[src/rtl/pipeline_pkg.sv]
// Shared definitions for the fetch controller: reset/NOP defaults and the fetch FSM encoding.
package pipeline_pkg;

    localparam logic [31:0] DEFAULT_RESET_PC = 32'h0000_0000;
    localparam logic [31:0] DEFAULT_NOP_WORD = 32'h0000_0000;

    typedef enum logic [1:0] {
        StRun   = 2'd0,
        StStall = 2'd1,
        StHalt  = 2'd2
    } fetch_state_e;

endpackage

[src/rtl/sat_counter.sv]
// Saturating up-counter with asynchronous active-low clear; holds at all-ones.
module sat_counter #(
    parameter int unsigned CNT_W = 16
) (
    input  logic             clk,
    input  logic             rst_n,
    input  logic             inc,
    output logic [CNT_W-1:0] count
);

    always_ff @(posedge clk or negedge rst_n) begin
        if (!rst_n) begin
            count <= '0;
        end else if (inc && (count != '1)) begin
            count <= count + 1'b1;
        end
    end

endmodule

[src/rtl/pipeline_fetch_ctrl.sv]
// IF-stage producer: owns the PC, selects the next PC, and feeds the IF/ID register with
// stall, redirect-squash and sticky-halt handling.
module pipeline_fetch_ctrl
    import pipeline_pkg::*;
#(
    parameter logic [31:0] RESET_PC = DEFAULT_RESET_PC,
    parameter logic [31:0] NOP_WORD = DEFAULT_NOP_WORD,
    parameter int unsigned CNT_W    = 16
) (
    input  logic             Clk,
    input  logic             Rst_n,
    input  logic [31:0]      Instr_Mem_Data,
    input  logic             LoadUse_Hazard,
    input  logic             Ext_Stall,
    input  logic             Branch_Taken,
    input  logic [31:0]      Branch_Target,
    input  logic             Jump,
    input  logic [31:0]      Jump_Target,
    input  logic             Halt,
    output logic [31:0]      PCF,
    output logic [31:0]      PCPlus4F,
    output logic [31:0]      InstructionF,
    output logic             Fetch_Enable,
    output logic             Halted,
    output logic [CNT_W-1:0] Stall_Cycles,
    output logic [CNT_W-1:0] Flush_Count
);

    fetch_state_e state_q, state_d;
    logic [31:0]  pc_q, pc_d;
    logic         stall;
    logic         fetch_en;
    logic [31:0]  instr;
    logic         stall_inc;
    logic         flush_inc;

    assign stall = LoadUse_Hazard | Ext_Stall;

    always_ff @(posedge Clk or negedge Rst_n) begin
        if (!Rst_n) begin
            state_q <= StRun;
            pc_q    <= RESET_PC;
        end else begin
            state_q <= state_d;
            pc_q    <= pc_d;
        end
    end

    always_comb begin
        state_d   = state_q;
        pc_d      = pc_q;
        fetch_en  = 1'b1;
        instr     = NOP_WORD;
        stall_inc = 1'b0;
        flush_inc = 1'b0;

        unique case (state_q)
            StHalt: begin
                // Keep writing bubbles so the downstream pipe drains.
            end
            StRun, StStall: begin
                if (Halt) begin
                    state_d = StHalt;
                end else if (stall) begin
                    // Redirects are ignored; decode is frozen and re-presents them later.
                    state_d   = StStall;
                    fetch_en  = 1'b0;
                    stall_inc = 1'b1;
                end else if (Jump) begin
                    state_d   = StRun;
                    pc_d      = Jump_Target;
                    flush_inc = 1'b1;
                end else if (Branch_Taken) begin
                    state_d   = StRun;
                    pc_d      = Branch_Target;
                    flush_inc = 1'b1;
                end else begin
                    state_d = StRun;
                    pc_d    = pc_q + 32'd4;
                    instr   = Instr_Mem_Data;
                end
            end
            default: begin
                state_d = StRun;
            end
        endcase

        if (!Rst_n) begin
            fetch_en = 1'b0;
            instr    = NOP_WORD;
        end
    end

    assign PCF          = pc_q;
    assign PCPlus4F     = pc_q + 32'd4;
    assign InstructionF = instr;
    assign Fetch_Enable = fetch_en;
    assign Halted       = (state_q == StHalt);

    sat_counter #(
        .CNT_W (CNT_W)
    ) u_stall_cnt (
        .clk   (Clk),
        .rst_n (Rst_n),
        .inc   (stall_inc),
        .count (Stall_Cycles)
    );

    sat_counter #(
        .CNT_W (CNT_W)
    ) u_flush_cnt (
        .clk   (Clk),
        .rst_n (Rst_n),
        .inc   (flush_inc),
        .count (Flush_Count)
    );

endmodule

[config.mk]
export PLATFORM = sky130hd
export DESIGN_NAME = pipeline_fetch_ctrl
export DESIGN_NICKNAME = d
export VERILOG_FILES = /design/src/rtl/pipeline_pkg.sv /design/src/rtl/sat_counter.sv /design/src/rtl/pipeline_fetch_ctrl.sv
export SDC_FILE = /design/constraint.sdc
export NUM_CORES = 1
export LEC_CHECK = 0
export BUFFER_PORTS_ARGS = -buffer_cell sky130_fd_sc_hd__buf_2
export CAP_MARGIN = 30
export CORE_MARGIN = 2
export CORE_UTILIZATION = 47
export DETAILED_ROUTE_END_ITERATION = 10
export MAX_ROUTING_LAYER = met4
export PLACE_DENSITY = 0.81
export SYNTH_ARGS = -nofsm -noshare
export SYNTH_HDL_FRONTEND = slang
export SYNTH_HIERARCHICAL = 1
export SYNTH_SLANG_ARGS = --single-unit
export TNS_END_PERCENT = 10
[constraint.sdc]
create_clock -name Clk -period 3 [get_ports Clk]
set_clock_uncertainty 0.2 [all_clocks]
set_input_delay 0.75 -clock Clk [delete_from_list [all_inputs] [get_ports Clk]]
set_output_delay 0.75 -clock Clk [all_outputs]
set_load 0.03 [all_outputs]
== Yosys cells after proc, flatten, opt, wreduce, memory -nomap -nowiden ==
Cells that the tools add are included.

* Register bits after elaboration: 66
* Latch bits: 0
* RAM bits: 0
* Memory bits (read-only): 0
* Input bits: 103
* Logic and storage cells: 42
* Memories: 0

* Add/sub/neg operators: 3
* Multipliers: 0
* Div/mod/pow operators: 0
* $lt $le $gt $ge: 0
* Equal/unequal tests: 4
* Shift operators: 0
* Mux-type cells: 23
* Bitwise logic cells: 3
* Reductions and logical operators: 5

{| class="wikitable"
|+ Operators by type and width
! cell !! count
|-
| 2-to-1 mux 32 bit || 8
|-
| adder 16 x 1 -> 16 bit (second input constant) || 2
|-
| adder 32 x 3 -> 32 bit (second input constant) || 1
|-
| != test 16 bit (second input constant) || 2
|-
| 2-to-1 mux 1 bit || 13
|-
| case mux 2 bit (2 select lines) || 1
|-
| AND reduction 3 bit || 1
|-
| == test 2 x 1 -> 1 bit (second input constant) || 1
|-
| == test 2 bit (second input constant) || 1
|-
| logical AND 1 bit || 2
|-
| logical NOT 2 bit || 1
|-
| 2-to-1 mux 2 bit || 1
|-
| inverter 1 bit || 2
|-
| OR reduction 2 bit || 1
|-
| OR 1 bit || 1
|}

== Depth between registers and ports, before layout ==
* Word-level depth: 6
* Gate-level depth with buffers: 10

== By module ==
The synthesis kept the hierarchy.

{| class="wikitable"
|+ By module, submodules not included
! module !! instances !! cells an instance !! area an instance (um^2)
|-
| pipeline_fetch_ctrl || 1 || 399 || 3,126.7
|-
| sat_counter || 2 || 72 || 859.6
|}

== Worst setup path after synthesis ==
No wires, ideal clock.

* Path type: input -> register
* Start point: input port Ext_Stall
* End point: register u_flush_cnt.count[5]
* Setup time: 0.119 ns
* Arrival: 2.909 ns
* Required time: 2.681 ns
* Slack: -0.228 ns
* Stages on the path: 10
* Path buffers: 4
* Cell sequence: or4_1 -> clkbuf_1 -> buf_6 -> clkbuf_1 -> clkbuf_1 -> nor2_1 -> and3_1 -> and4_2 -> o211ai_1 -> o21a_1

* Cells in the longest elaborated chain, start to end: 5

{| class="wikitable"
|+ Ends and longest elaborated chain
! item !! RTL line !! text
|-
| start: declaration || pipeline_fetch_ctrl.sv:14 || <nowiki>input logic Ext_Stall,</nowiki>
|-
| OR 1 bit || pipeline_fetch_ctrl.sv:37 || <nowiki>assign stall = LoadUse_Hazard | Ext_Stall;</nowiki>
|-
| 2-to-1 mux 1 bit || pipeline_fetch_ctrl.sv:64 || <nowiki>end else if (stall) begin</nowiki>
|-
| 2-to-1 mux 1 bit || pipeline_fetch_ctrl.sv:62 || <nowiki>if (Halt) begin</nowiki>
|-
| 2-to-1 mux 1 bit || pipeline_fetch_ctrl.sv:57 || <nowiki>unique case (state_q)</nowiki>
|-
| net flush_inc || pipeline_fetch_ctrl.sv:35 || <nowiki>logic flush_inc;</nowiki>
|-
| logical AND 1 bit || sat_counter.sv:14 || <nowiki>end else if (inc && (count != '1)) begin</nowiki>
|-
| end signal: assignment || sat_counter.sv:15 || <nowiki>count <= count + 1'b1;</nowiki>
|-
| end: declaration || sat_counter.sv:8 || <nowiki>output logic [CNT_W-1:0] count</nowiki>
|}

The timed path passes the listed nets, and every way through them passes these cells.
A chain may end at the register's enable or synchronous reset.

== Final worst setup path ==
* Start point: register pc_q[11], in the netlist PCF[11]
* End point: output port PCPlus4F[25]

* Cells in the longest elaborated chain, start to end: 1

{| class="wikitable"
|+ Ends and longest elaborated chain
! item !! RTL line !! text
|-
| start: declaration || pipeline_fetch_ctrl.sv:30 || <nowiki>logic [31:0] pc_q, pc_d;</nowiki>
|-
| start signal: assignment || pipeline_fetch_ctrl.sv:45 || <nowiki>pc_q <= pc_d;</nowiki>
|-
| adder 32 x 3 -> 32 bit || pipeline_fetch_ctrl.sv:95 || <nowiki>assign PCPlus4F = pc_q + 32'd4;</nowiki>
|-
| end: declaration || pipeline_fetch_ctrl.sv:21 || <nowiki>output logic [31:0] PCPlus4F,</nowiki>
|}

Every way passes these cells.

==> impl_metrics.csv <==
group,metric,value,unit
clocking,cts-root-to-sink-buffers,2,
placement,dp_hpwl,12.7,mm
timing,grt_setup_unrepaired,"yes",
synthesis,number_of_synthesis_warnings,6,
routing,drt-initial-drc-count,337,
floorplan,design.die.area,0.0111,mm^2
floorplan,ioPinCount,233,
timing,hold_viol,0,
layout,layout_nets,903,
routing,number_of_vias_in_the_routed_layout,5480,
clocking,worst_skew_pair.late_latency,0.33,ns
hold_path,hold_path.class,"reg -> reg",
critical_path,worst-path-max-fanout,7,
grt,grt_overflow_total,0,
floorplan,effective_utilization_at_floorplan,47.6,%
synthesis,syn_inst,543,
layout,post-route-util,66.7,%
routing,routed_wl_per_cell,18.3,um
clocking,clockRootBuffer,"clkbuf_8",
routing,ant_nets,0,
clocking,tritoncts,"done",
critical_path,path_class,"reg -> out",
hold_path,min_delay_path_depth,1,
timing,max_slew.worst_pin.slew,0.875,ns
synthesis,synth-seq-area-share,34.1,%
synthesis,syn_nets,649,
hold_path,hold_end,"state_q[1]$_DFFE_PN0N_",
grt,grt.total_usage,30.2,%
placement,io_buffer_count,232,
floorplan,dieHeight,106,um
critical_path,timing.rr.start,"state_q[1]$_DFFE_PN0N_",
clocking,clock_tree.htree_level_count,3,
grt,antenna_found_initial,2,
grt,grt_first_pass_wirelength,26.2,mm
timing,setup_violations,0,
floorplan,placeableCoreArea,0.0102,mm^2
clocking,ctsHoldBuffers,0,
routing,routed_wirelength,17.2,mm
timing,report.final.slew_viol_count,0,
synthesis,synth_top_cells_by_count,"66 x dfrtp_1, 40 x nand2_1, 33 x and2_1, 33 x o21ai_0, 29 x clkbuf_1",
timing,maxClockFrequency,339,MHz
timing,post-route-worst-setup-slack,0.0494,ns
critical_path,cp.required,2.05,ns
synthesis,yosysMostFrequentCell,"dfrtp_1",
routing,drt_pass1_iterations,7,
power,p_leak,3.29,nW
routing,viasPerCell,5.83,
clocking,cts-buffers-inserted,9,
placement,gp_congestion,0.938,
critical_path,critical_path.endpoint_type,"output port",
power,peakVddDrop,0.287,mV
clocking,clock_sink_count,66,
synthesis,yosys.area.top_type,"dfrtp_1",
grt,grt_pass1_vias,5217,
placement,post-place-ws,0.142,ns
synthesis,synth_unique_cells,62,
timing,timing.final.crit_period,2.95,ns
grt,grt_max_degree,67,
synthesis,postSynthAreaPerCell,8.92,um^2
layout,area_growth_syn_to_layout,40.3,%
synthesis,ys_ff_latch,66,
synthesis,synth-main-ff-cell,"dfrtp_1",
synthesis,synth_async_reset_ratio,100,%
critical_path,critPathLaunchType,"flip-flop",
run_status,run_status,"complete, no violations",
synthesis,cell_area_synth,0.00485,mm^2
synthesis,synth_edf_count,0,
floorplan,placement_rows,37,
layout,drive_gt1_share,45.3,%
clocking,clk_transition_reported_paths,0.08,ns
critical_path,ff2ff_setup_slack,0.70,ns
routing,post-route-drc-count,0,
timing,timing.max_slew.rel_slack,41.7,%
synthesis,netlist.area_leader.share,34.1,%
floorplan,die_w,106,um
critical_path,worst-endpoint-arrival,2.00,ns
hold_path,timing.hold.worst.start,"state_q[0]$_DFFE_PN0N_",
critical_path,reg2regPathDepth,6,
critical_path,worstReg2RegEnd,"u_flush_cnt/count[15]$_DFFE_PN0P_",
synthesis,synth_top_cells_by_area,"dfrtp_1 34%, xnor2_1 4.5%, and2_1 4.3%",
timing,post-route-period-util,98.4,%
power,cellPowerDensity,392,mW/mm^2
run,maxCapViolations,0,
layout by cell type (no fill, tap or decap), drive strengths merged, types with 7 or more instances in the layout:
| cell | synthesis | layout |
|---|---|---|
| a21oi | 18 | 18 |
| a22oi | 9 | 9 |
| a31oi | 12 | 12 |
| and2 | 34 | 34 |
| and3 | 12 | 12 |
| and4 | 11 | 11 |
| buf | 10 | 281 |
| clkbuf | 31 | 13 |
| dfrtp | 66 | 66 |
| inv | 7 | 7 |
| nand2 | 40 | 40 |
| nand3 | 27 | 27 |
| nand4 | 31 | 31 |
| nor2 | 26 | 26 |
| nor2b | 7 | 7 |
| nor3 | 19 | 19 |
| nor4 | 11 | 11 |
| o211ai | 8 | 8 |
| o21a | 12 | 12 |
| o21ai | 33 | 33 |
| o2bb2ai | 9 | 9 |
| xnor2 | 25 | 25 |
| xor2 | 16 | 16 |
metrics by stage:
step / hold slack [ns] / TNS (ns) / total power, mW / instance area, um^2 / instances
2_1_floorplan: 0.221 / -1.15 / 1.53 / 4880 / 543
3_3_place_gp: 0.234 / 0 / 1.84 / 6350 / 911
3_5_place_dp: 0.254 / 0 / 1.85 / 6350 / 911
4_1_cts: 0.254 / -0.0337 / 2.63 / 6650 / 932
5_1_grt: 0.290 / -0.203 / 2.78 / 6800 / 940
6_report: 0.255 / 0 / 2.66 / 6800 / 940
worst max-delay path, stage by stage (launching register included):
cell      delay [ns]
dfrtp_2         0.47
and3_2          0.25
nand4_1         0.12
buf_4           0.19
nor2_1          0.17
xor2_1          0.23
clkbuf_4        0.24
what timing repair did:
action                     in CTS  in global routing
pin swaps                       3                  6
setup buffers                   5                  6
setup endpoints to repair      20                 17
gates resized for setup        26                 28
layer usage:
layer,part of all wire [%],vias to the layer above,routed length (um),GRT usage [%]
met5,0,-,0,-
met4,2.5,0,434,13.2
met3,7.5,28,1280,5.57
met2,53,261,9010,52.3
met1,37,2630,6430,34.2
li1,-,2561,-,-
worst max path at each step:
stage                         from                to  slack [ns]  cells after the start
6_report       PCF[11]$_DFFE_PN0P_      PCPlus4F[25]        0.05                      6
5_1_grt        PCF[11]$_DFFE_PN0P_      PCPlus4F[25]       -0.04                      6
4_1_cts         PCF[3]$_DFFE_PN0P_      PCPlus4F[14]       -0.03                      7
3_5_place_dp             Ext_Stall  InstructionF[28]        0.14                      6
3_3_place_gp    PCF[2]$_DFFE_PN0P_      PCPlus4F[14]        0.15                      7
2_1_floorplan  PCF[10]$_DFFE_PN0P_      PCPlus4F[28]       -0.15                      6
where the power goes:
part | switching [mW] | internal (mW)
sequential | 0.0948 | 0.959
combinational | 0.543 | 0.311
clock | 0.371 | 0.386
total | 1.01 | 1.66
cell type report:
| class | instances | area [um^2] |
|---|---|---|
| Fill cell | 886 | 3390 |
| Multi-Input combinational cell | 429 | 3130 |
| Sequential cell | 66 | 1670 |
| Timing Repair Buffer | 284 | 1600 |
| Tap cell | 136 | 170 |
| Clock buffer | 10 | 128 |
| Clock inverter | 6 | 67.6 |
| Inverter | 7 | 26.3 |
| Antenna cell | 2 | 5.00 |
flip-flops by register name (all words and copies together) (netlist names):
| signal | count |
|---|---|
| PCF | 32 |
| u_stall_cnt/count | 16 |
| u_flush_cnt/count | 16 |
| state_q | 2 |
kinds of logic after synthesis:
| family | after synthesis | share of synthesized area (%) |
|---|---|---|
| simple gates | 235 | 30.8 |
| compound gates | 142 | 20.9 |
| flops | 66 | 34.1 |
| buf+inv | 48 | 4.29 |
| xor+xnor | 41 | 7.41 |
| mux | 8 | 1.73 |
| fa+ha+maj | 3 | 0.775 |
Power figures use the tool's default switching activity.
